`config.mk`:
```
export PLATFORM = sky130hd
export DESIGN_NAME = sprite_rom_arbiter
export DESIGN_NICKNAME = d
export VERILOG_FILES = /design/src/rtl/sprite_rom_arbiter.sv
export SDC_FILE = /design/constraint.sdc
export NUM_CORES = 1
export LEC_CHECK = 0
export CORE_ASPECT_RATIO = 1.4
export CORE_MARGIN = 1
export CORE_UTILIZATION = 41
export CTS_CLUSTER_DIAMETER = 30
export DETAILED_ROUTE_END_ITERATION = 16
export PLACE_DENSITY = 0.76
export SETUP_SLACK_MARGIN = 0.15
export SYNTH_ARGS = -nofsm -noshare
export SYNTH_HDL_FRONTEND = slang
export SYNTH_SLANG_ARGS = --single-unit
```
`constraint.sdc`:
```
create_clock -name clk -period 1.8 [get_ports clk]
set_clock_uncertainty 0.2 [all_clocks]
set_input_delay 0.18 -clock clk [delete_from_list [all_inputs] [get_ports clk]]
set_output_delay 0.18 -clock clk [all_outputs]
set_load 0.03 [all_outputs]
```
`src/rtl/sprite_rom_arbiter.sv`:
```
// Two-requester arbiter for a single sprite ROM port; grant-to-vld latency is ROM_LAT+1 cycles.
// Strict A priority by default; define ARB_FAIRNESS_EN to promote B after STARVE_MAX denied cycles.
module sprite_rom_arbiter #(
  parameter int AW         = 15,
  parameter int DW         = 12,
  parameter int ROM_LAT    = 1,
  parameter int STARVE_MAX = 4
) (
  input  logic          clk,
  input  logic          rst,
  input  logic          a_req,
  input  logic [AW-1:0] a_addr,
  output logic          a_gnt,
  output logic          a_vld,
  output logic [DW-1:0] a_data,
  input  logic          b_req,
  input  logic [AW-1:0] b_addr,
  output logic          b_gnt,
  output logic          b_vld,
  output logic [DW-1:0] b_data,
  output logic [AW-1:0] rom_addr,
  input  logic [DW-1:0] rom_data
);

  logic                w_promote;
  logic                w_exit_vld;
  logic                w_exit_own;
  logic [AW-1:0]       r_rom_addr;
  logic [ROM_LAT-1:0]  r_tag_vld;
  logic [ROM_LAT-1:0]  r_tag_own;
  logic                r_a_vld;
  logic                r_b_vld;
  logic [DW-1:0]       r_a_data;
  logic [DW-1:0]       r_b_data;

`ifdef ARB_FAIRNESS_EN
  localparam int SW = $clog2(STARVE_MAX + 1);
  logic [SW-1:0] r_starve;

  assign w_promote = (r_starve == SW'(STARVE_MAX));

  // Saturates at STARVE_MAX; clears once B wins or drops its request.
  always_ff @(posedge clk or posedge rst) begin
    if (rst)                 r_starve <= '0;
    else if (!b_req || b_gnt) r_starve <= '0;
    else if (!w_promote)     r_starve <= r_starve + 1'b1;
  end
`else
  logic [31:0] w_unused_starve;
  assign w_unused_starve = STARVE_MAX;
  assign w_promote       = 1'b0;
`endif

  assign a_gnt    = !rst && a_req && !(b_req && w_promote);
  assign b_gnt    = !rst && b_req && !a_gnt;
  assign rom_addr = a_gnt ? a_addr : (b_gnt ? b_addr : r_rom_addr);

  always_ff @(posedge clk or posedge rst) begin
    if (rst) r_rom_addr <= '0;
    else     r_rom_addr <= rom_addr;
  end

  // Owner tags travel alongside the ROM read so returns are routed in grant order.
  always_ff @(posedge clk or posedge rst) begin
    if (rst) begin
      r_tag_vld <= '0;
      r_tag_own <= '0;
    end else begin
      r_tag_vld[0] <= a_gnt | b_gnt;
      r_tag_own[0] <= b_gnt;
      for (int i = 1; i < ROM_LAT; i++) begin
        r_tag_vld[i] <= r_tag_vld[i-1];
        r_tag_own[i] <= r_tag_own[i-1];
      end
    end
  end

  assign w_exit_vld = r_tag_vld[ROM_LAT-1];
  assign w_exit_own = r_tag_own[ROM_LAT-1];

  always_ff @(posedge clk or posedge rst) begin
    if (rst) begin
      r_a_vld  <= 1'b0;
      r_b_vld  <= 1'b0;
      r_a_data <= '0;
      r_b_data <= '0;
    end else begin
      r_a_vld <= w_exit_vld && !w_exit_own;
      r_b_vld <= w_exit_vld &&  w_exit_own;
      if (w_exit_vld && !w_exit_own) r_a_data <= rom_data;
      if (w_exit_vld &&  w_exit_own) r_b_data <= rom_data;
    end
  end

  assign a_vld  = r_a_vld;
  assign b_vld  = r_b_vld;
  assign a_data = r_a_data;
  assign b_data = r_b_data;

endmodule

```
==> impl_results.md <==
- Port Buf Inserts: about 90
- Max VDD drop: around 0.51 mV
- Final hold violations: 0
- Total grt overflow: 0
- Maxcap violations: 0
- Slowest cell on crit path: dlygate4sd2_1
- Initial antenna violation count: 0
- Worst Path Required: ~1.4 ns
- Critical Path, Cell by Cell: dlygate4sd2_1 > nand2b_2 > buf_12 > nor3_2 > nor3_2 > buf_4
- Gr usage total: 19.33%
- Critical path's largest stage delay: ~0.28 ns
- Worst-margin pin slew: 0.4178 ns
- Sequential area share after synthesis: 54.57%
- Site Rows: 29
- Buf/Inv on CP: 3
- Detailed Route WL: approximately 4700 um
- Distinct cells, synth: 17
- RR Startpoint: r_tag_vld
- Inserted Clock Buffers: 5
- Largest net degree at the start of global routing: 23
- Ys async rst share: between 90% and 100%
- Final worst-path cycle share: around nine tenths
- GP Congestion: between 0.7 and 0.8
- Area leader, netlist: dfrtp_1
- Status: complete, no violations
- Setup Viol. Count Final: 0
- Slew headroom: 72.05%
- Critical path peak fanout: 16
- Pwr per Cell Area: approximately 900 mW/mm2
- DR iter-0 viols: 27
- Clock Tree Buf Depth: 2
- Post-DRT Antenna Nets: 0
- Clk Latency, worst-skew pair: between 0.2 and 0.3 ns
- Synth Register Bits: 43
- Ports: between 80 and 90
- Drt wl/cell: around 15 um
- DP Area: 0.002982 mm2
- Most used flip-flop cell after synthesis: dfrtp_1
- Count leader, synth: dfrtp_1
- Hold Buf Count CTS: 0
- Clk slew on worst S/H paths: about 0.080 ns
- Flop2flop setup slack: around 0.34 ns
- CTS tree: yes
- Die Height: about 84 um
- Final total power: around 2900 uW
- DR pass1 iterations: 4
- Slew Viols, Final: 0
- Worst Reg-to-Reg Cells: 2
- Die X: 60.61 um
- Via density: a little under 5
- Post-Syn Area: 0.001972 mm2
- Vias in the first global route: around 1600
- EDFF count, synth: 0
- Post-Synthesis Cells: between 150 and 200
- P&R area growth vs syn: 61.10%
- Synth top cells by count: dfrtp_1 (43), nor3_1 (27), nor3_2 (18)
- First-pass GRT wire length: 7314 um
- Final instance area: roughly 0.0032 mm2
- Crit path time final: about 1.6 ns
- Crit path capture type: output pin
- HPWL Detailed: about 3400 um
- Clock sink count: 43
- Post-Syn Nets: between 150 and 200
- Antenna cells: 0
- Worst hold path type: input pin to async pin
- Crit start category: input pin
- Setup CP Type: input pin to output pin
- Core footprint: roughly 0.0046 mm2
- Critical Path AT: 1.21 ns
- Layout Nets: around 300
- Most frequent CP cell: nor3_2
- Clock root cell: clkbuf_8
- RSZ-0062 raised after global routing: true
- Top Family by Delay on Critical Path: buffers and inverters
- Fmax: roughly 630 MHz
- Htree depth: 2
- Leak: ~0.0014 uW
- Syn avg cell area: around 13 um2
- DR vias: between 1500 and 2000
- Dominant cells by area after synthesis: dfrtp_1 (55%), nor3_2 (9.1%), mux2_2 (8.6%)
- Initial Utilization: a little over two fifths
- Yosys top cell area share: 54.57%
- Synthesis Warnings: 0
- Remaining DRCs: 0
- Share of layout cells above drive strength 1: between 40% and 50%
- End of the worst register-to-register path: b_data[9]
- Die area: just over 0.005 mm2
-- registers in the layout (all words and copies together), names as in the netlist --
name,flops
a_vld,1
b_data,12
b_vld,1
r_rom_addr,15
a_data,12
r_tag_vld,1
r_tag_own,1
-- power by group --
group	internal (uW)	leakage, uW	switching, uW	total [uW]
logic	485	0.000878	583	1070
registers	1130	0.000501	81.4	1210
clock network	271	0.0000412	321	592
total	1880	0.00142	986	2870
-- how the worst max path moves through the flow --
stage	startpoint	end	slack, ns	depth (start not counted)
4_1_cts	rst	rom_addr[13]	0.11	7
3_3_place_gp	rst	rom_addr[5]	-0.01	7
6_report	b_req	rom_addr[13]	0.21	6
2_1_floorplan	rst	rom_addr[10]	0.17	4
3_5_place_dp	a_req	rom_addr[13]	-0.05	6
5_1_grt	r_rom_addr[3]	rom_addr[3]	0.13	3
-- cells in the final DEF (no fill, tap or decap), drive strengths merged --
master | synthesis | final
nor3 | 45 | 45
dfrtp | 43 | 43
clkdlybuf4s50 | 0 | 42
buf | 12 | 40
dlygate4sd2 | 0 | 27
mux2 | 24 | 24
o22ai | 15 | 15
clkbuf | 1 | 8
inv | 4 | 4
nor2 | 3 | 3
nand2b | 3 | 3
nand2 | 1 | 1
clkinvlp | 0 | 1
clkinv | 0 | 1
bufbuf | 0 | 1
clkdlybuf4s15 | 0 | 1
-- final cells by class --
| type | count | area (um2) |
|---|---|---|
| multi-input cells | 91 | 827.0 |
| well taps | 62 | 77.57 |
| flip-flops and latches | 43 | 1076 |
| inverters | 4 | 20.02 |
| clock inverters | 2 | 12.51 |
| repair buffers | 113 | 1091 |
| clock buffers | 6 | 72.57 |
| fillers | 384 | 1395 |
-- through the flow --
step                      setup WS [ns]  hold slack (ns)  util [%]  setup TNS [ns]  cells
after global placement         -0.01351           0.2862     65.22        -0.03931    306
after CTS                        0.1140          0.04485     68.14               0    319
after detailed placement       -0.04902           0.2912     65.22         -0.3106    306
after floorplan                  0.1712          0.04641         -               0    151
final                            0.2136         0.007927     69.49               0    321
after global routing             0.1282          0.02412     69.49               0    321
-- kinds of logic (layout without fill, tap and decap cells) --
group	after synthesis	in the layout	synth area share, %
compound gates	15	15	4.759
buf+inv	17	125	6.916
flops	43	43	54.57
mux	24	24	15.42
simple gates	52	52	18.34
-- layer usage --
layer	global-route usage, %	up-vias	routed length, um
li1	-	762	-
met1	22.27	733	1764
met2	33.37	73	2537
met3	5.891	5	369
met4	5.579	0	53
met5	0	-	0
-- worst reg2reg max path, delay by kind of cell, from the launching register on --
kind / cells / cell delay (ns)
DFF: 1 / 0.42
muxes: 1 / 0.39
and+or+nand+nor: 1 / 0.34
-- repair_timing --
item / 4_1_cts / 5_1_grt
pin swaps: 2 / 3
buffers inserted: 4 / 1
gates resized for setup: 34 / 10
endpoints found under the setup margin: 42 / 8
gates cloned: 1 / 1
No activity file was read; power rests on OpenSTA's default activity.
